$ cat src/rtl/keynsham_bus_master_pkg.sv
// Shared definitions for the keynsham peripheral bus initiator: widths, FSM encoding and
// the default access timeout.
package keynsham_bus_master_pkg;

   localparam int unsigned BUS_ADDR_W      = 30;
   localparam int unsigned BUS_DATA_W      = 32;
   localparam int unsigned BUS_BSEL_W      = BUS_DATA_W / 8;
   localparam int unsigned DEFAULT_TIMEOUT = 256;

   typedef enum logic [1:0] {
      BM_IDLE = 2'd0,
      BM_BUS  = 2'd1,
      BM_RESP = 2'd2
   } bm_state_e;

endpackage

$ cat src/rtl/keynsham_bus_master_if.sv
// Command, response and peripheral-bus signals of the keynsham bus initiator.
// The master modport is the initiator's view; slave is the environment's view.
interface keynsham_bus_master_if;
   import keynsham_bus_master_pkg::*;

   logic                  req_valid;
   logic                  req_ready;
   logic [BUS_ADDR_W-1:0] req_addr;
   logic                  req_wr;
   logic [BUS_DATA_W-1:0] req_wdata;
   logic [BUS_BSEL_W-1:0] req_bytesel;

   logic                  resp_valid;
   logic                  resp_ready;
   logic [BUS_DATA_W-1:0] resp_data;
   logic                  resp_error;
   logic                  resp_timeout;

   logic                  bus_access;
   logic [BUS_ADDR_W-1:0] bus_addr;
   logic [BUS_DATA_W-1:0] bus_wr_val;
   logic                  bus_wr_en;
   logic [BUS_BSEL_W-1:0] bus_bytesel;
   logic                  bus_ack;
   logic                  bus_error;
   logic [BUS_DATA_W-1:0] bus_data;

   modport master (
      input  req_valid, req_addr, req_wr, req_wdata, req_bytesel,
      output req_ready,
      output resp_valid, resp_data, resp_error, resp_timeout,
      input  resp_ready,
      output bus_access, bus_addr, bus_wr_val, bus_wr_en, bus_bytesel,
      input  bus_ack, bus_error, bus_data
   );

   modport slave (
      output req_valid, req_addr, req_wr, req_wdata, req_bytesel,
      input  req_ready,
      input  resp_valid, resp_data, resp_error, resp_timeout,
      output resp_ready,
      input  bus_access, bus_addr, bus_wr_val, bus_wr_en, bus_bytesel,
      output bus_ack, bus_error, bus_data
   );

endinterface

$ cat src/rtl/keynsham_bus_master.sv
// Single-outstanding keynsham bus initiator: one command in, one bus access, one response out.
// All outputs come straight from registers, so there is no path from req_* to bus_*.
module keynsham_bus_master
   import keynsham_bus_master_pkg::*;
#(
   parameter int unsigned TimeoutCycles = DEFAULT_TIMEOUT,
   parameter int unsigned CntWidth      = 16
) (
   input logic                    clk,
   input logic                    rst_n,
   keynsham_bus_master_if.master  bm_io
);

   localparam logic [CntWidth-1:0] CntLast = CntWidth'(TimeoutCycles - 1);

   bm_state_e             state_q;
   logic                  req_ready_q;
   logic [BUS_ADDR_W-1:0] addr_q;
   logic                  wr_q;
   logic [BUS_DATA_W-1:0] wdata_q;
   logic [BUS_BSEL_W-1:0] bsel_q;
   logic [CntWidth-1:0]   cnt_q;
   logic                  bus_access_q;
   logic                  resp_valid_q;
   logic [BUS_DATA_W-1:0] resp_data_q;
   logic                  resp_error_q;
   logic                  resp_timeout_q;

   always_ff @(posedge clk or negedge rst_n) begin
      if (!rst_n) begin
         state_q        <= BM_IDLE;
         req_ready_q    <= 1'b1;
         addr_q         <= '0;
         wr_q           <= 1'b0;
         wdata_q        <= '0;
         bsel_q         <= '0;
         cnt_q          <= '0;
         bus_access_q   <= 1'b0;
         resp_valid_q   <= 1'b0;
         resp_data_q    <= '0;
         resp_error_q   <= 1'b0;
         resp_timeout_q <= 1'b0;
      end else begin
         unique case (state_q)
            BM_IDLE: begin
               if (bm_io.req_valid) begin
                  addr_q       <= bm_io.req_addr;
                  wr_q         <= bm_io.req_wr;
                  wdata_q      <= bm_io.req_wdata;
                  bsel_q       <= bm_io.req_bytesel;
                  cnt_q        <= '0;
                  req_ready_q  <= 1'b0;
                  bus_access_q <= 1'b1;
                  state_q      <= BM_BUS;
               end
            end
            BM_BUS: begin
               cnt_q <= cnt_q + 1'b1;
               // Error beats ack, and either beats a timeout expiring in the same cycle.
               if (bm_io.bus_error) begin
                  bus_access_q <= 1'b0;
                  resp_valid_q <= 1'b1;
                  resp_error_q <= 1'b1;
                  resp_data_q  <= '0;
                  state_q      <= BM_RESP;
               end else if (bm_io.bus_ack) begin
                  bus_access_q <= 1'b0;
                  resp_valid_q <= 1'b1;
                  resp_error_q <= 1'b0;
                  resp_data_q  <= wr_q ? '0 : bm_io.bus_data;
                  state_q      <= BM_RESP;
               end else if (cnt_q == CntLast) begin
                  bus_access_q   <= 1'b0;
                  resp_valid_q   <= 1'b1;
                  resp_error_q   <= 1'b1;
                  resp_timeout_q <= 1'b1;
                  resp_data_q    <= '0;
                  state_q        <= BM_RESP;
               end
            end
            BM_RESP: begin
               // A trailing ack from a registered responder lands here and is dropped.
               if (bm_io.resp_ready) begin
                  resp_valid_q   <= 1'b0;
                  resp_data_q    <= '0;
                  resp_error_q   <= 1'b0;
                  resp_timeout_q <= 1'b0;
                  req_ready_q    <= 1'b1;
                  state_q        <= BM_IDLE;
               end
            end
            default: begin
               state_q     <= BM_IDLE;
               req_ready_q <= 1'b1;
            end
         endcase
      end
   end

   assign bm_io.req_ready    = req_ready_q;
   assign bm_io.resp_valid   = resp_valid_q;
   assign bm_io.resp_data    = resp_data_q;
   assign bm_io.resp_error   = resp_error_q;
   assign bm_io.resp_timeout = resp_timeout_q;

   assign bm_io.bus_access  = bus_access_q;
   assign bm_io.bus_addr    = bus_access_q ? addr_q  : '0;
   assign bm_io.bus_wr_val  = bus_access_q ? wdata_q : '0;
   assign bm_io.bus_wr_en   = bus_access_q & wr_q;
   assign bm_io.bus_bytesel = bus_access_q ? bsel_q  : '0;

endmodule

$ cat src/flat_wrapper.sv
// flat-port wrapper written by rule: the top's interface ports become plain ports
module keynsham_bus_master_flat import keynsham_bus_master_pkg::*;
#(
   parameter int unsigned TimeoutCycles = DEFAULT_TIMEOUT,
   parameter int unsigned CntWidth      = 16
)
  (clk, rst_n, bm_io_req_valid, bm_io_req_addr, bm_io_req_wr, bm_io_req_wdata, bm_io_req_bytesel, bm_io_req_ready, bm_io_resp_valid, bm_io_resp_data, bm_io_resp_error, bm_io_resp_timeout, bm_io_resp_ready, bm_io_bus_access, bm_io_bus_addr, bm_io_bus_wr_val, bm_io_bus_wr_en, bm_io_bus_bytesel, bm_io_bus_ack, bm_io_bus_error, bm_io_bus_data);
  keynsham_bus_master_if bm_io_i ();
  input logic clk;
  input logic rst_n;
  input wire logic [$bits(bm_io_i.req_valid)-1:0] bm_io_req_valid;
  input wire logic [$bits(bm_io_i.req_addr)-1:0] bm_io_req_addr;
  input wire logic [$bits(bm_io_i.req_wr)-1:0] bm_io_req_wr;
  input wire logic [$bits(bm_io_i.req_wdata)-1:0] bm_io_req_wdata;
  input wire logic [$bits(bm_io_i.req_bytesel)-1:0] bm_io_req_bytesel;
  output wire logic [$bits(bm_io_i.req_ready)-1:0] bm_io_req_ready;
  output wire logic [$bits(bm_io_i.resp_valid)-1:0] bm_io_resp_valid;
  output wire logic [$bits(bm_io_i.resp_data)-1:0] bm_io_resp_data;
  output wire logic [$bits(bm_io_i.resp_error)-1:0] bm_io_resp_error;
  output wire logic [$bits(bm_io_i.resp_timeout)-1:0] bm_io_resp_timeout;
  input wire logic [$bits(bm_io_i.resp_ready)-1:0] bm_io_resp_ready;
  output wire logic [$bits(bm_io_i.bus_access)-1:0] bm_io_bus_access;
  output wire logic [$bits(bm_io_i.bus_addr)-1:0] bm_io_bus_addr;
  output wire logic [$bits(bm_io_i.bus_wr_val)-1:0] bm_io_bus_wr_val;
  output wire logic [$bits(bm_io_i.bus_wr_en)-1:0] bm_io_bus_wr_en;
  output wire logic [$bits(bm_io_i.bus_bytesel)-1:0] bm_io_bus_bytesel;
  input wire logic [$bits(bm_io_i.bus_ack)-1:0] bm_io_bus_ack;
  input wire logic [$bits(bm_io_i.bus_error)-1:0] bm_io_bus_error;
  input wire logic [$bits(bm_io_i.bus_data)-1:0] bm_io_bus_data;
  assign bm_io_i.req_valid = bm_io_req_valid;
  assign bm_io_i.req_addr = bm_io_req_addr;
  assign bm_io_i.req_wr = bm_io_req_wr;
  assign bm_io_i.req_wdata = bm_io_req_wdata;
  assign bm_io_i.req_bytesel = bm_io_req_bytesel;
  assign bm_io_req_ready = bm_io_i.req_ready;
  assign bm_io_resp_valid = bm_io_i.resp_valid;
  assign bm_io_resp_data = bm_io_i.resp_data;
  assign bm_io_resp_error = bm_io_i.resp_error;
  assign bm_io_resp_timeout = bm_io_i.resp_timeout;
  assign bm_io_i.resp_ready = bm_io_resp_ready;
  assign bm_io_bus_access = bm_io_i.bus_access;
  assign bm_io_bus_addr = bm_io_i.bus_addr;
  assign bm_io_bus_wr_val = bm_io_i.bus_wr_val;
  assign bm_io_bus_wr_en = bm_io_i.bus_wr_en;
  assign bm_io_bus_bytesel = bm_io_i.bus_bytesel;
  assign bm_io_i.bus_ack = bm_io_bus_ack;
  assign bm_io_i.bus_error = bm_io_bus_error;
  assign bm_io_i.bus_data = bm_io_bus_data;
  keynsham_bus_master #(.TimeoutCycles(TimeoutCycles), .CntWidth(CntWidth)) u_core (.clk(clk), .rst_n(rst_n), .bm_io(bm_io_i));
endmodule
$ cat config.mk
export PLATFORM = sky130hd
export DESIGN_NAME = keynsham_bus_master_flat
export DESIGN_NICKNAME = d
export VERILOG_FILES = /design/src/rtl/keynsham_bus_master_pkg.sv /design/src/rtl/keynsham_bus_master_if.sv /design/src/rtl/keynsham_bus_master.sv /design/src/flat_wrapper.sv
export SDC_FILE = /design/constraint.sdc
export NUM_CORES = 1
export LEC_CHECK = 0
export CELL_PAD_IN_SITES_DETAIL_PLACEMENT = 0
export CELL_PAD_IN_SITES_GLOBAL_PLACEMENT = 1
export CORE_UTILIZATION = 32
export DETAILED_ROUTE_END_ITERATION = 16
export GPL_TIMING_DRIVEN = 0
export HOLD_SLACK_MARGIN = 0.15
export PLACE_DENSITY = 0.85
export SYNTH_ARGS = -nofsm -noshare
export SYNTH_HDL_FRONTEND = slang
export SYNTH_SLANG_ARGS = --single-unit
$ cat constraint.sdc
create_clock -name clk -period 2.65 [get_ports clk]
set_clock_uncertainty 0.1 [all_clocks]
set_input_delay 0.6625 -clock clk [delete_from_list [all_inputs] [get_ports clk]]
set_output_delay 0.6625 -clock clk [all_outputs]
set_load 0.02 [all_outputs]
==> results of run 1 <==
through the flow:
step | power [mW] | setup slack [ns]
floorplan | 5.22 | 0.702
global placement | 7.21 | -3.84
detailed placement | 7.29 | -0.819
CTS | 9.66 | 0.00423
global route | 10.1 | -0.00118
finish | 9.50 | 0.0836
flip-flops by register name (all words and copies together), names as in the netlist:
name                       cells
u_core.bm_io.req_ready         1
u_core.addr_q                 30
u_core.wr_q                    1
u_core.bm_io.resp_error        1
u_core.bm_io.resp_valid        1
u_core.bm_io.resp_data        32
u_core.bsel_q                  4
u_core.bm_io.resp_timeout      1
u_core.state_q                 2
u_core.wdata_q                32
u_core.cnt_q                  16
u_core.bm_io.bus_access        1
cell type report:
type / count / area [um2] / share of cell area, %
clock buffers: 18 / 439 / 5.28
clock inverters: 14 / 195 / 2.35
well taps: 216 / 270 / 3.25
plain buffers: 31 / 163 / 1.96
repair buffers: 210 / 2160 / 25.9
flip-flops and latches: 122 / 3060 / 36.7
multi-input cells: 392 / 2020 / 24.3
inverters: 5 / 18.8 / 0.226
logic make-up (layout without fill, tap and decap cells):
logic type      Yosys count  after routing
simple gates            326            326
flops                   122            122
compound gates           57             57
buf+inv                  36            278
mux                       8              8
fa+ha+maj                 1              1
worst max path at each step:
stage                                endpoint  cells after the start
2_1_floorplan    u_core.addr_q[9]$_DFFE_PN0P_                      5
3_3_place_gp   u_core.wdata_q[28]$_DFFE_PN0P_                      1
3_5_place_dp    u_core.addr_q[24]$_DFFE_PN0P_                      6
4_1_cts                   bm_io_bus_wr_val[4]                      3
5_1_grt                    bm_io_bus_addr[26]                      3
6_report                   bm_io_bus_addr[26]                      3
layout by cell type (no fill, tap or decap), types with 14 or more instances in the layout:
cell and n:
clkbuf_16 17, dfrtp_1 120, dlymetal6s2s_1 30, and2_1 67
clkbuf_1 14, dlygate4sd2_1 31, a22o_1 34, clkdlybuf4s50_1 143
nand2_1 225
power by group through the flow:
| stage | logic [mW] | clock network (mW) | registers [mW] |
|---|---|---|---|
| CTS | 4.19 | 2.52 | 2.95 |
| finish | 4.08 | 2.46 | 2.95 |
| detailed placement | 4.33 | 0 | 2.96 |
| floorplan | 2.14 | 0 | 3.08 |
| global route | 4.47 | 2.62 | 3.04 |
| global placement | 4.27 | 0 | 2.93 |
worst max-delay path, cell delays in order, from the launching register on:
cell	delay, ns
dfrtp_2	0.45
clkbuf_4	0.22
and2_1	0.13
clkdlybuf4s50_1	0.59
metal layers:
metal  GRT usage, %  up-vias  part of all wire, %
li1               -     2253                    -
met5              0        -                    0
met4           6.09        0                  1.2
met2           29.0      157                   47
met1           21.8     2233                   44
met3           5.86       15                  8.0
repair_timing:
action | CTS | global route
buffers inserted | 0 | 0
gates cloned | 0 | 0
hold endpoints to repair | 53 | 0
hold buffers | 1 | 0
gates resized for setup | 47 | 36
setup endpoints to repair | 88 | 38
==> reports/metrics.yaml, run 1 <==
yosys-top-cells-area: "dfrtp_1 (58%), nand2_1 (16%), and2_1 (8.0%)"
critPathKind: "flop to output port"
fin_tns_setup_ns: 0
post-synth-top-count-cell: "nand2_1"
p_int_mw: 5.98
die_w_um: 130
syn_inst: 550
synth-seq-cells: 122
routed_wl_um: 14700
whs_path_depth: 2
rows: 46
power.switching_mw: 3.52
layout-drive-gt1-share_pct: 6.94
dp.cells: 975
cts.sink_count: 122
period_share_pct: 96.8
p_clk_share_pct: 25.9
cp_max_fo: 10
synthAdderAreaFrac_pct: 0.240
final_max_slew_viol_count: 0
fin_hold_ws_ns: 0.367
ioPinCount: 209
vdd_ir_drop_max_uv: 471
fmax_mhz: 390
final_antenna_net_count: 0
fillers: 1480
clock_latency_ns: 0.41
grt_max_degree: 70
fin_util_pct: 52.4
gr-total-overflow: 0
clk_pin_slew_ns: 0.06
finalSetupViolations: 0
synth-xor-area-share_pct: 0
globalplace.congestion: 0.773
layout.nets: 885
cts_max_path_buffers: 2
synth_top_cell_by_area: "dfrtp_1"
synth_simple_gate_area_share_pct: 28.3
tightest_slew_ns: 0.611
vias_per_cell: 4.62
reg2reg_from: "u_core.state_q[1]$_DFFE_PN0P_"
critPathRequiredTime_ns: 1.89
area_growth_pct: 59.2
finalHoldViolations: 0
avgSynthCellArea_um2: 9.50
startpoint_type: "flop"
rrSetupSlack_ns: 0.44
yosysSeqAreaShare_pct: 58.5
p_leak_nw: 4.33
coreArea_um2: 15900
grt_setup_unrepaired: "yes"
switching_share_pct: 37.1
grt_pass1_wl_um: 23000
track_usage_pct: 17.7
drc: 0
start_util_pct: 32.9
crit_arrival_ns: 1.80
end_kind: "output port"
timing.rr.end: "u_core.state_q[0]$_DFFE_PN0P_"
rr_worst_depth: 5
cts_buffers: 17
drt_iter0_drc: 197
fin_cells: 1008
yosysUniqueCellTypes: 38
synth_warnings: 0
cts_tree: "built"
cp-startpoint: "u_core.bm_io.bus_access$_DFFE_PN0P_"
yosys_most_used_dff: "dfrtp_1"
fin_area_um2: 8320
grt_antenna_before_repair: 0
num_vias: 4658
syn-cell-area_um2: 5220
p_seq_share_pct: 31.1
hold_path_startpoint: "u_core.addr_q[13]$_DFFE_PN0P_"
synthTopCellsByCount: "nand2_1 (225), dfrtp_1 (121), and2_1 (67), a22o_1 (34), clkbuf_1 (22)"
synth_top_family_by_area: "simple AND/OR/NAND/NOR gates"
hpwl_um: 10600
die-area_um2: 16800
placed_area_um2: 7600
holdPathEnd: "u_core.addr_q[13]$_DFFE_PN0P_"
first_pass_iters: 4
min_period_ns: 2.57
synth_top_area_share_pct: 58.0
muxShareOfSynthArea_pct: 1.53
max-cap-violations: 0
die_h_um: 130
async_reset_ff_share_pct: 100
powerDensity_nw_per_um2: 1140
outcome: "finished clean"
relSlewSlack_pct: 59.0
htreeDepth: 4
worstHoldPathType: "flop to flop"
grt_pass1_vias: 4658
comb_power_share_pct: 43.0
port_buffers: 208
synth_edf_count: 0
wire_per_inst_um: 14.6
syn-num-nets: 656
synth-compound-area-share_pct: 8.38
diodes: 0
cts_root_buffer: "clkbuf_16"
Note: power is estimated with default switching activity, not from simulation.
==> run 2, diff against run 1 <==
--- a/config.mk
+++ b/config.mk
@@ -9,7 +9,6 @@
 export CELL_PAD_IN_SITES_GLOBAL_PLACEMENT = 1
 export CORE_UTILIZATION = 32
 export DETAILED_ROUTE_END_ITERATION = 16
-export GPL_TIMING_DRIVEN = 0
 export HOLD_SLACK_MARGIN = 0.15
 export PLACE_DENSITY = 0.85
 export SYNTH_ARGS = -nofsm -noshare
==> run 2 against run 1 <==
Effect of this change:
- total power is essentially flat
- sequential power is essentially flat
- fmax fell by 0.69%
- non-clock buffer count is 22 lower
- setup slack worse by 0.018 ns
- core utilization is 0.095 points higher
- die area stayed put
- flip-flop and latch count unchanged
- sequential share of layout area down 0.066 points
- cell count is 2.2% lower
- first-iteration DRC count is 3.6% lower
- worst hold slack worse by 0.0036 ns
- critical path type unchanged
- highest routed layer unchanged
==> reports/metrics.yaml, run 2 (same netlist as run 1, synthesis figures left out) <==
outcome: "finished clean"  # unchanged
layout_common_cells: "nand2_1 (225), clkdlybuf4s50_1 (154), dfrtp_1 (120)"  # was nand2_1 (225), clkdlybuf4s50_1 (143), dfrtp_1 (120)
vdd_ir_drop_max_uv: 571  # was 471 uV
start_util_pct: 32.9  # unchanged
rrSetupSlack_ns: 0.46  # was 0.44 ns
fin_ws_ns: 0.0658  # was 0.0836 ns
gr-total-overflow: 0  # unchanged
cp_max_fo: 35  # was 10
fin_tns_setup_ns: 0  # unchanged
vias_per_cell: 4.60  # was 4.62
num_vias: 4540  # was 4658
layout-drive-gt1-share_pct: 6.36  # was 6.94%
fin_util_pct: 52.5  # was 52.4%
report.power.total_mw: 9.51  # was 9.50 mW
layout.cells.most_common: "nand2_1"  # unchanged
hpwl_um: 9550  # was 10600 um
grt_pass1_vias: 4577  # was 4658
dp.cells: 952  # was 975
cp_cell_sequence: "buf_12, and2_1, clkdlybuf4s50_1"  # was clkbuf_4, and2_1, clkdlybuf4s50_1
grt_pass1_wl_um: 22800  # was 23000 um
p_leak_nw: 4.52  # was 4.33 nW
final_max_slew_viol_count: 0  # unchanged
startpoint_type: "flop"  # unchanged
finalSetupViolations: 0  # unchanged
die_w_um: 130  # unchanged
cts_tree: "built"  # unchanged
port_buffers: 208  # unchanged
crit_arrival_ns: 1.82  # was 1.80 ns
ioPinCount: 209  # unchanged
die-area_um2: 16800  # unchanged
grt_max_degree: 76  # was 70
hold_path_startpoint: "u_core.addr_q[26]$_DFFE_PN0P_"  # was u_core.addr_q[13]$_DFFE_PN0P_
period_share_pct: 97.5  # was 96.8%
first_pass_iters: 5  # was 4
globalplace.congestion: 0.781  # was 0.773
min_period_ns: 2.58  # was 2.57 ns
coreArea_um2: 15900  # unchanged
timing.rr.end: "u_core.bm_io.resp_data[12]$_DFFE_PN0P_"  # was u_core.state_q[0]$_DFFE_PN0P_
rows: 46  # unchanged
rr_worst_depth: 6  # was 5
drt_iter0_drc: 190  # was 197
layout.nets: 863  # was 885
critPathMaxStageDelay_ns: 0.61  # was 0.59 ns
clk_pin_slew_ns: 0.05  # was 0.06 ns
critPathRequiredTime_ns: 1.89  # about the same
fin_hold_ws_ns: 0.364  # was 0.367 ns
area_growth_pct: 59.5  # was 59.2%
cts_buffers: 17  # unchanged
tightest_slew_ns: 0.505  # was 0.611 ns
fin_cells: 986  # was 1008
whs_path_depth: 2  # unchanged
htreeDepth: 4  # unchanged
final_antenna_net_count: 0  # unchanged
track_usage_pct: 17.7  # about the same
worstHoldPathType: "flop to flop"  # unchanged
reg2reg_from: "u_core.cnt_q[0]$_DFFE_PN0P_"  # was u_core.state_q[1]$_DFFE_PN0P_
routed_wl_um: 14800  # was 14700 um
end_kind: "output port"  # unchanged
cts_root_buffer: "clkbuf_16"  # unchanged
fmax_mhz: 387  # was 390 MHz
holdPathEnd: "u_core.addr_q[26]$_DFFE_PN0P_"  # was u_core.addr_q[13]$_DFFE_PN0P_
max-cap-violations: 0  # unchanged
cts.sink_count: 122  # unchanged
fillers: 1438  # was 1480
die_h_um: 130  # unchanged
wire_per_inst_um: 15.0  # was 14.6 um
cts_max_path_buffers: 2  # unchanged
clock_latency_ns: 0.41  # about the same
critPathKind: "flop to output port"  # unchanged
diodes: 0  # unchanged
drc: 0  # unchanged
finalHoldViolations: 0  # unchanged
powerDensity_nw_per_um2: 1140  # about the same
fin_area_um2: 8330  # was 8320 um2
place_ws_ns: 0.353  # was -0.819 ns
grt_antenna_before_repair: 0  # unchanged
cp_slowest_cell: "clkdlybuf4s50_1"  # unchanged
relSlewSlack_pct: 66.0  # was 59.0%
placed_area_um2: 7560  # was 7600 um2
[run 2: cell types whose count changed in the layout (fill, tap and decap cells not counted), sizes merged]
cell           delta
clkinvlp          -1
bufinv            -1
buf               -1
inv               -2
clkbuf           -18
clkdlybuf4s15     -3
clkinv            +1
dlygate4sd2      -31
dlymetal6s2s     +23
clkdlybuf4s50    +11
[run 2: cell type report]
cell class | instances | area [um2] | area share [%]
inverters | 5 | 18.8 | 0.225
multi-input cells | 392 | 2020 | 24.2
flip-flops and latches | 122 | 3060 | 36.7
repair buffers | 219 | 2360 | 28.4
clock buffers | 21 | 460 | 5.53
clock inverters | 11 | 145 | 1.74
well taps | 216 | 270 | 3.24
[run 2: critical path: cells and delay by family (launching register included)]
family / cells / cell delay [ns]
buf+inv: 2 / 0.80
simple gates: 1 / 0.16
flops: 1 / 0.44
[run 2: metal layers]
layer	routed length (um)	track usage (%)	vias up
met5	0	0	-
met4	177	6.09	0
met3	1130	6.36	11
met2	6900	28.6	165
met1	6540	21.9	2167
li1	-	-	2197
[run 2: what timing repair did]
action / in CTS / in global routing
endpoints found under the setup margin: 0 / 58
gates resized for setup: 0 / 53
hold buffers: 1 / 0
hold endpoints to repair: 30 / 0
buffers inserted: 0 / 0
[run 2: power breakdown]
part | switching (mW) | total [mW] | internal, mW
clock | 0.821 | 2.35 | 1.52
combinational | 2.25 | 4.20 | 1.95
sequential | 0.396 | 2.96 | 2.56
[run 2: worst max path at each step]
stage | cells after the start | start | slack [ns] | end
2_1_floorplan | 5 | bm_io_req_valid | 0.70 | u_core.addr_q[9]$_DFFE_PN0P_
3_3_place_gp | 5 | bm_io_bus_error | 0.42 | u_core.bm_io.resp_data[18]$_DFFE_PN0P_
3_5_place_dp | 5 | bm_io_bus_error | 0.35 | u_core.bm_io.resp_data[12]$_DFFE_PN0P_
4_1_cts | 3 | u_core.bm_io.bus_access$_DFFE_PN0P_ | 0.004 | bm_io_bus_wr_val[22]
5_1_grt | 3 | u_core.bm_io.bus_access$_DFFE_PN0P_ | -0.02 | bm_io_bus_wr_val[20]
6_report | 3 | u_core.bm_io.bus_access$_DFFE_PN0P_ | 0.07 | bm_io_bus_addr[0]
==> run 3, diff against run 2 <==
--- a/config.mk
+++ b/config.mk
@@ -7,10 +7,11 @@
 export LEC_CHECK = 0
 export CELL_PAD_IN_SITES_DETAIL_PLACEMENT = 0
 export CELL_PAD_IN_SITES_GLOBAL_PLACEMENT = 1
-export CORE_UTILIZATION = 32
+export CORE_UTILIZATION = 35
 export DETAILED_ROUTE_END_ITERATION = 16
+export DONT_BUFFER_PORTS = 1
 export HOLD_SLACK_MARGIN = 0.15
-export PLACE_DENSITY = 0.85
+export PLACE_DENSITY = 0.67
 export SYNTH_ARGS = -nofsm -noshare
 export SYNTH_HDL_FRONTEND = slang
 export SYNTH_SLANG_ARGS = --single-unit
==> run 3 against run 2 <==
Effect of this change:
- non-clock buffer count fell by 211
- total power is 14% lower
- wire length decreased by 20%
- cell count fell by 25%
- setup slack better by 0.18 ns
- first-iteration DRC count shrank 25%
- via count shrank 17%
- largest power group is now sequential cells
- combinational power down 41%
- register-to-register slack got worse by 0.21 ns
- core utilization is 11 points lower
- count of clock-buffer cells in the layout down 3
- the run now ends with negative hold slack left
==> reports/metrics.yaml, run 3 (same netlist as run 1, synthesis figures left out) <==
ioPinCount: 209  # unchanged
place_ws_ns: 0.177  # was 0.353 ns
critPathKind: "flop to flop"  # was flop to output port
drt_iter0_drc: 143  # was 190
first_pass_iters: 4  # was 5
track_usage_pct: 15.1  # was 17.7%
fin_util_pct: 41.6  # was 52.5%
cts_tree: "built"  # unchanged
coreArea_um2: 14500  # was 15900 um2
grt_pass1_vias: 3540  # was 4577
htreeDepth: 4  # unchanged
cts.sink_count: 122  # unchanged
globalplace.congestion: 0.781  # unchanged
outcome: "finished with violations"  # was finished clean
layout-drive-gt1-share_pct: 8.41  # was 6.36%
grt_setup_unrepaired: "no"
start_util_pct: 35.9  # was 32.9%
cp_max_fo: 32  # was 35
grt_max_degree: 123  # was 76
min_period_ns: 2.40  # was 2.58 ns
comb_power_share_pct: 30.1  # was 44.2%
fin_cells: 743  # was 986
cts_max_path_buffers: 2  # unchanged
cts_root_buffer: "clkbuf_16"  # unchanged
hpwl_um: 7750  # was 9550 um
p_seq_share_pct: 38.9  # was 31.1%
critPathMaxStageDelay_ns: 0.95  # was 0.61 ns
rrSetupSlack_ns: 0.25  # was 0.46 ns
end_kind: "flop"  # was output port
vdd_ir_drop_max_uv: 522  # was 571 uV
cp_cell_sequence: "ha_1, nand4_1, nor4_4, o21ai_2, a22o_1"  # was buf_12, and2_1, clkdlybuf4s50_1
final_antenna_net_count: 0  # unchanged
finalHoldViolations: 121  # was 0
max-cap-violations: 0  # unchanged
fin_ws_ns: 0.250  # was 0.0658 ns
layout.nets: 652  # was 863
relSlewSlack_pct: 20.0  # was 66.0%
powerDensity_nw_per_um2: 1350  # was 1140 nW/um2
vias_per_cell: 5.05  # was 4.60
rr_worst_depth: 5  # was 6
finalSetupViolations: 0  # unchanged
cp_slowest_cell: "o21ai_2"  # was clkdlybuf4s50_1
switching_share_pct: 39.1  # was 36.5%
critPathRequiredTime_ns: 2.90  # was 1.89 ns
final_max_slew_viol_count: 0  # unchanged
gr-total-overflow: 0  # unchanged
layout.cells.most_common: "nand2_1"  # unchanged
wire_per_inst_um: 15.9  # was 15.0 um
p_int_mw: 4.98  # was 6.04 mW
crit_arrival_ns: 2.64  # was 1.82 ns
clk_pin_slew_ns: 0.06  # was 0.05 ns
cts_buffers: 17  # unchanged
layout_common_cells: "nand2_1 (225), dfrtp_1 (120), and2_1 (67)"  # was nand2_1 (225), clkdlybuf4s50_1 (154), dfrtp_1 (120)
failed_checks: "negative hold slack"
fmax_mhz: 417  # was 387 MHz
die_w_um: 124  # was 130 um
cts_setup_buffers: 0  # unchanged
routed_wl_um: 11800  # was 14800 um
diodes: 0  # unchanged
clock_latency_ns: 0.41  # about the same
die-area_um2: 15400  # was 16800 um2
grt_antenna_before_repair: 0  # unchanged
cts_resized: 0  # unchanged
worstHoldPathType: "input pin to async pin"  # was flop to flop
fin_tns_setup_ns: 0  # unchanged
port_buffers: 0  # was 208
p_clk_share_pct: 31.0  # was 24.7%
num_vias: 3754  # was 4540
die_h_um: 124  # was 130 um
dp.cells: 711  # was 952
fin_hold_ws_ns: -0.153  # was 0.364 ns
rows: 44  # was 46
drc: 0  # unchanged
startpoint_type: "flop"  # unchanged
period_share_pct: 90.6  # was 97.5%
power.switching_mw: 3.19  # was 3.47 mW
area_growth_pct: 15.7  # was 59.5%
tightest_slew_ns: 1.20  # was 0.505 ns
grt_pass1_wl_um: 17400  # was 22800 um
p_leak_nw: 2.97  # was 4.52 nW
[run 3: per-layer routing]
layer / track usage, % / wire [um] / vias to the layer above
met4: 5.73 / 145 / 0
met1: 17.7 / 4890 / 1794
met2: 23.5 / 5500 / 161
li1: - / - / 1785
met3: 7.55 / 1290 / 14
met5: 0 / 0 / -
[run 3: metrics by stage]
stage | power, mW | instance area, um2
2_1_floorplan | 5.22 | 5220
3_3_place_gp | 5.65 | 5400
3_5_place_dp | 5.71 | 5400
4_1_cts | 8.31 | 6050
5_1_grt | 8.73 | 6050
6_report | 8.17 | 6050
[run 3: path summary, 6_finish.rpt]
check                                                from                                      to
max                           u_core.cnt_q[0]$_DFFE_PN0P_  u_core.bm_io.resp_data[14]$_DFFE_PN0P_
min                                                 rst_n  u_core.bm_io.resp_data[11]$_DFFE_PN0P_
max reg2reg                   u_core.cnt_q[0]$_DFFE_PN0P_  u_core.bm_io.resp_data[14]$_DFFE_PN0P_
min reg2reg                u_core.wdata_q[11]$_DFFE_PN0P_          u_core.wdata_q[11]$_DFFE_PN0P_
max in group asynchronous                           rst_n      u_core.bm_io.req_ready$_DFFE_PN1P_
min in group clk                         bm_io_resp_ready           u_core.state_q[1]$_DFFE_PN0P_
[run 3: power groups by stage]
stage	sequential (mW)	clock (mW)	combinational, mW
after global placement	3.18	0	2.47
after global routing	3.28	2.68	2.77
after detailed placement	3.20	0	2.51
after floorplan	3.08	0	2.14
final	3.18	2.53	2.46
after CTS	3.18	2.61	2.52
[run 3: area by class of cell]
cell class / instances / area (um2)
sequential: 122 / 3060
multi-input combinational: 392 / 2020
timing repair buffer: 8 / 72.6
fill: 1438 / 8490
inverter: 5 / 18.8
clock buffer: 18 / 429
tap: 184 / 230
clock inverter: 14 / 221
[run 3: critical path: cells and delay by family, from the launching register on]
family | cells | cell delay (ns)
AO/OA/AOI/OAI | 2 | 1.22
adder cells (fa/ha/maj) | 1 | 0.25
flip-flops | 1 | 0.41
AND/OR/NAND/NOR | 2 | 0.35
==> edit 1 (config.mk and constraints of run 2) <==
The package constant `BUS_DATA_W` goes from 32 to 28.
--- a/src/rtl/keynsham_bus_master_pkg.sv
+++ b/src/rtl/keynsham_bus_master_pkg.sv
@@ -5,3 +5,3 @@
    localparam int unsigned BUS_ADDR_W      = 30;
-   localparam int unsigned BUS_DATA_W      = 32;
+   localparam int unsigned BUS_DATA_W      = 28;
    localparam int unsigned BUS_BSEL_W      = BUS_DATA_W / 8;
Ports: changed (6 resized); port bits go from 209 to 191. No check against the original RTL was run, so the function may have changed too.
==> edit 1 against run 2 <==
Via count shrank 6.5%. Worst setup slack better by 0.0038 ns. Critical path type unchanged. Wire length shrank 9.5%. Area after synthesis is 5.9% lower. Critical endpoint is now bm_io_bus_wr_val[24]. Sequential cell count is 9 lower. Design area fell by 7.6%. Clock power up 2%. Sequential power down 7.1%. Highest routed layer unchanged. Synthesized cell count shrank 7.5%. Total power is 5.1% lower.
==> edit 1: results (changes against run 2) <==
| Metric | Value |
|---|---|
| Filler instances | `1341 (-6.7%)` |
| Synth top area cells | `dfrtp_1 (57%), nand2_1 (15%), and2_1 (8.0%), a22o_2 (4.1%), a22o_1 (1.4%)` |
| First-pass GRT wire length | `21.67 mm (-5.1%)` |
| Final GP Congestion | `0.7704 (-1.3%)` |
| Vias in the first global route | `4367 (-4.6%)` |
| Top cells by count, synth | `nand2_1 (201), dfrtp_1 (112), and2_1 (63)` |
| DRT Wirelength | `13.35 mm (-9.5%)` |
| Placed instance count | `864 (-9.2%)` |
| Multi-input logic area | `1957 um2 (-3.0%)` |
| IO Port Bufs | `190 (-8.7%)` |
| Leak | `0.003680 uW (-19%)` |
| Syn_nets | `606 (-7.6%)` |
| CP Max Fanout | `32 (-8.6%)` |
| Layout cells sized above 1 | `9.972% (+3.6 points)` |
| Via density per instance | `4.739 (+2.9%)` |
| Largest net degree at the start of global routing | `114 (+50%)` |
| Pre-antenna DRT Iters | `5 (unchanged)` |
| Avg Synthesized Cell Area | `9.658 um2 (+1.7%)` |
| Tightest Pin Transition | `0.6793 ns (+0.1741 ns)` |
| Post-synthesis cell type count | `45 (+18%)` |
| Worst VDD drop | `0.6273 mV (+9.9%)` |
| Flop2flop setup slack | `0.60 ns (+0.14 ns)` |
| Nets | `797 (-7.6%)` |
| Status | `completed` |
| CP max stage delay | `0.61 ns (about the same)` |
| R2r endpoint | `u_core.bm_io.resp_data[23]` |
| HP Class | `primary input to asynchronous set/reset pin` |
| Starting DRT DRC Count | `166 (-13%)` |
| Resized Gates After CTS | `1 (+1)` |
| Fin crit period | `2.580 ns (-0.003801 ns)` |
| Routed len/inst | `14.90 um (-0.38%)` |
| CP max-delay cell | `clkdlybuf4s50_1` |
| DP Area | `7024 um2 (-7.1%)` |
| Sequential area share after synthesis | `57.55% (-0.92 points)` |
edit 1: cell count changes after synthesis, moves of 4 or more:
| cell | run 2 | this run |
|---|---|---|
| mux2i_1 | 8 | 3 |
| a22o_1 | 34 | 8 |
| nor4_1 | 4 | 0 |
| clkbuf_1 | 22 | 16 |
| nand2_1 | 225 | 201 |
| dfrtp_1 | 121 | 112 |
| a22o_2 | 0 | 20 |
| and2_1 | 67 | 63 |
edit 1: worst max-delay path by stage:
stage,from,to,cells past startpoint
floorplan,u_core.cnt_q[0],u_core.bm_io.resp_data[12],6
global placement,bm_io_bus_error,u_core.bm_io.resp_data[22],4
detailed placement,bm_io_req_valid,u_core.addr_q[1],5
CTS,u_core.bm_io.bus_access,bm_io_bus_addr[0],3
global route,u_core.bm_io.bus_access,bm_io_bus_wr_val[23],3
finish,u_core.bm_io.bus_access,bm_io_bus_wr_val[24],3
edit 1: final cells by class:
class	count	share of cell area, %
Multi-Input combinational cell	366	25.42
Clock inverter	10	2.048
Inverter	3	0.1463
Clock buffer	21	6.112
Sequential cell	113	36.77
Timing Repair Buffer	199	26.51
Tap cell	184	2.991
edit 1: power breakdown:
group | internal [uW] | total (uW) | switching, uW | leakage (uW)
logic | 1820 | 3870 | 2050 | 0.00193
registers | 2370 | 2750 | 372 | 0.00145
clock network | 1640 | 2400 | 765 | 0.000301
edit 1: per-layer routing:
metal	vias to the layer above	GRT usage, %	share of wire (%)
li1	2056	-	-
met5	-	0	0
met4	0	5.741	0.44
met3	4	6.372	6.7
met2	127	27.33	48
met1	2059	21.30	45
edit 1: logic make-up after synthesis:
kind of cell	after synthesis	synth area share, %
AOI/OAI and AO/OA	60	10.21
xor gates and xnor gates	1	0.1782
adders and majority gates	1	0.2545
buffers and inverters	30	2.749
DFF	113	57.55
muxes	3	0.6109
and+or+nand+nor	301	28.46
==> edit 2 (flow settings as in run 2) <==
Without the edit above. Make the reset (`rst_n`) synchronous in one clocked block.
--- a/src/rtl/keynsham_bus_master.sv
+++ b/src/rtl/keynsham_bus_master.sv
@@ -28,3 +28,3 @@
 
-   always_ff @(posedge clk or negedge rst_n) begin
+   always_ff @(posedge clk) begin
       if (!rst_n) begin
Behaviour: differs if rst_n is asserted again (counterexample within 4 cycles, from zero or initial values and one cycle with rst_n low); with rst_n held inactive, the same outputs for 10 cycles.
==> edit 2 against run 2 <==
Non-clock buffer count is 2 higher. Sequential share of layout area down 6.0 points. Area after synthesis is 3.4% lower. Critical path depth is the same. Worst setup slack improved by 0.028 ns. Wire length is 3.9% lower. Sequential cell count stayed put. Design area is 4.4% lower. Global-route usage up 0.092 points. Maximum frequency grew 1.1%. Critical endpoint is now bm_io_bus_wr_val[28].
Power is not compared: it rests on default switching activity, and its combinational part moved more than twofold at a synthesized area within 25%.
==> edit 2: results (changes against run 2) <==
| Metric | Value |
|---|---|
| Status | `completed` |
| Max Clk Rate | `0.3913 GHz (+1.1%)` |
| Top cells by count, synth | `nand2_1 (206), dfxtp_1 (122), and2_1 (69)` |
| Asr flop ratio synth | `0% (-100 points)` |
| Critical R2R Launch | `u_core.cnt_q[12]` |
| Nets | `940 (+8.9%)` |
| IO Port Bufs | `208 (unchanged)` |
| Leak | `0.002912 uW` |
| Crit path arrival time | `1.79 ns (-0.03 ns)` |
| CP Max Fanout | `69 (+97%)` |
| Pre-antenna DRT Iters | `4 (-1)` |
| Worst-skew pair later-pin latency | `0.41 ns (about the same)` |
| Filler instances | `1459 (+1.5%)` |
| CP max stage delay | `0.63 ns (+0.02 ns)` |
| Global router's overall resource usage | `17.78% (+0.092 points)` |
| R2r endpoint | `u_core.bm_io.resp_data[28]` |
| Sequential area share after synthesis | `48.42% (-10 points)` |
| Sw Ratio | `23.71%` |
| Worst hold endpoint | `u_core.bm_io.resp_data[14]` |
| Hold Startpoint | `u_core.bm_io.resp_data[14]` |
| Largest net degree at the start of global routing | `70 (-7.9%)` |
| HP Class | `register to register` |
| DP HPWL | `9.323 mm (-2.3%)` |
| Routed len/inst | `13.39 um (-10%)` |
| Total number of vias | `4851 (+6.9%)` |
| CP Capture Point | `bm_io_bus_wr_val[28]` |
| Post-synthesis cell type count | `40 (+5.3%)` |
| H-tree levels | `4 (unchanged)` |
| Syn_nets | `746 (+14%)` |
| Setup crit start | `u_core.bm_io.bus_access` |
| Tightest Pin Transition | `0.6049 ns (+0.09964 ns)` |
| Number of diodes | `0 (unchanged)` |
| Final GP Congestion | `0.7420 (-4.9%)` |
| Flop2flop setup slack | `0.42 ns (-0.04 ns)` |
| Hold path depth | `2 (unchanged)` |
| Worst r2r path cells | `5 (-1)` |
| Post-Place Worst Slack | `0.1677 ns (-0.1849 ns)` |
| Layout cells sized above 1 | `6.494% (+0.13 points)` |
| Synth top area cells | `dfxtp_1 (48%), nand2_1 (15%), and2_1 (8.6%), a21boi_0 (5.2%), a21oi_1 (4.4%)` |
| First-pass GRT wire length | `22.84 mm (about the same)` |
| CP top delay family | `buffers and inverters` |
| Starting DRT DRC Count | `296 (+56%)` |
| Vias in the first global route | `4627 (+1.1%)` |
edit 2: area by class of cell:
class	count	area, um2	area share, %
repair buffers	221	2237	28.07
well taps	211	264.0	3.313
inverters	6	22.52	0.2826
multi-input cells	466	2397	30.08
clock buffers	21	460.4	5.778
flip-flops and latches	122	2444	30.66
clock inverters	11	143.9	1.806
edit 2: power by group through the flow:
stage	combinational (uW)	clock [uW]	sequential, uW
2_1_floorplan	277	0	2000
3_3_place_gp	607	0	2000
3_5_place_dp	609	0	2000
4_1_cts	612	2420	1960
5_1_grt	658	2510	1970
6_report	603	2360	1960
edit 2: worst register-to-register path, cell delays in order, from the launching register on:
cell,delay (ns)
dfxtp_1,0.35
or4_1,0.56
or4_4,0.57
a22oi_4,0.23
buf_12,0.19
o21ai_0,0.12
edit 2: stage by stage:
step	std cells	hold slack (ns)	total power, uW	util, %	instance area (um2)
after floorplan	640	0.3317	2282	-	5044
after CTS	1058	0.3481	4992	52.03	7969
after global routing	1058	0.3642	5137	52.03	7969
after detailed placement	1026	0.3407	2611	48.09	7365
final	1058	0.3451	4921	52.03	7969
after global placement	1026	0.3360	2607	48.09	7365
edit 2: metal layers:
metal	vias up	GRT usage, %	share of wire, %
li1	2489	-	-
met2	150	28.83	46
met4	0	5.812	1.1
met1	2203	21.71	44
met5	-	0	0
met3	9	6.616	8.1
edit 2: cells by family after synthesis:
kind of cell / Yosys count / synth area share, %
adders and majority gates: 1 / 0.2480
and+or+nand+nor: 328 / 29.69
AOI/OAI and AO/OA: 132 / 16.20
DFF: 122 / 48.42
buffers and inverters: 52 / 4.316
muxes: 5 / 1.116
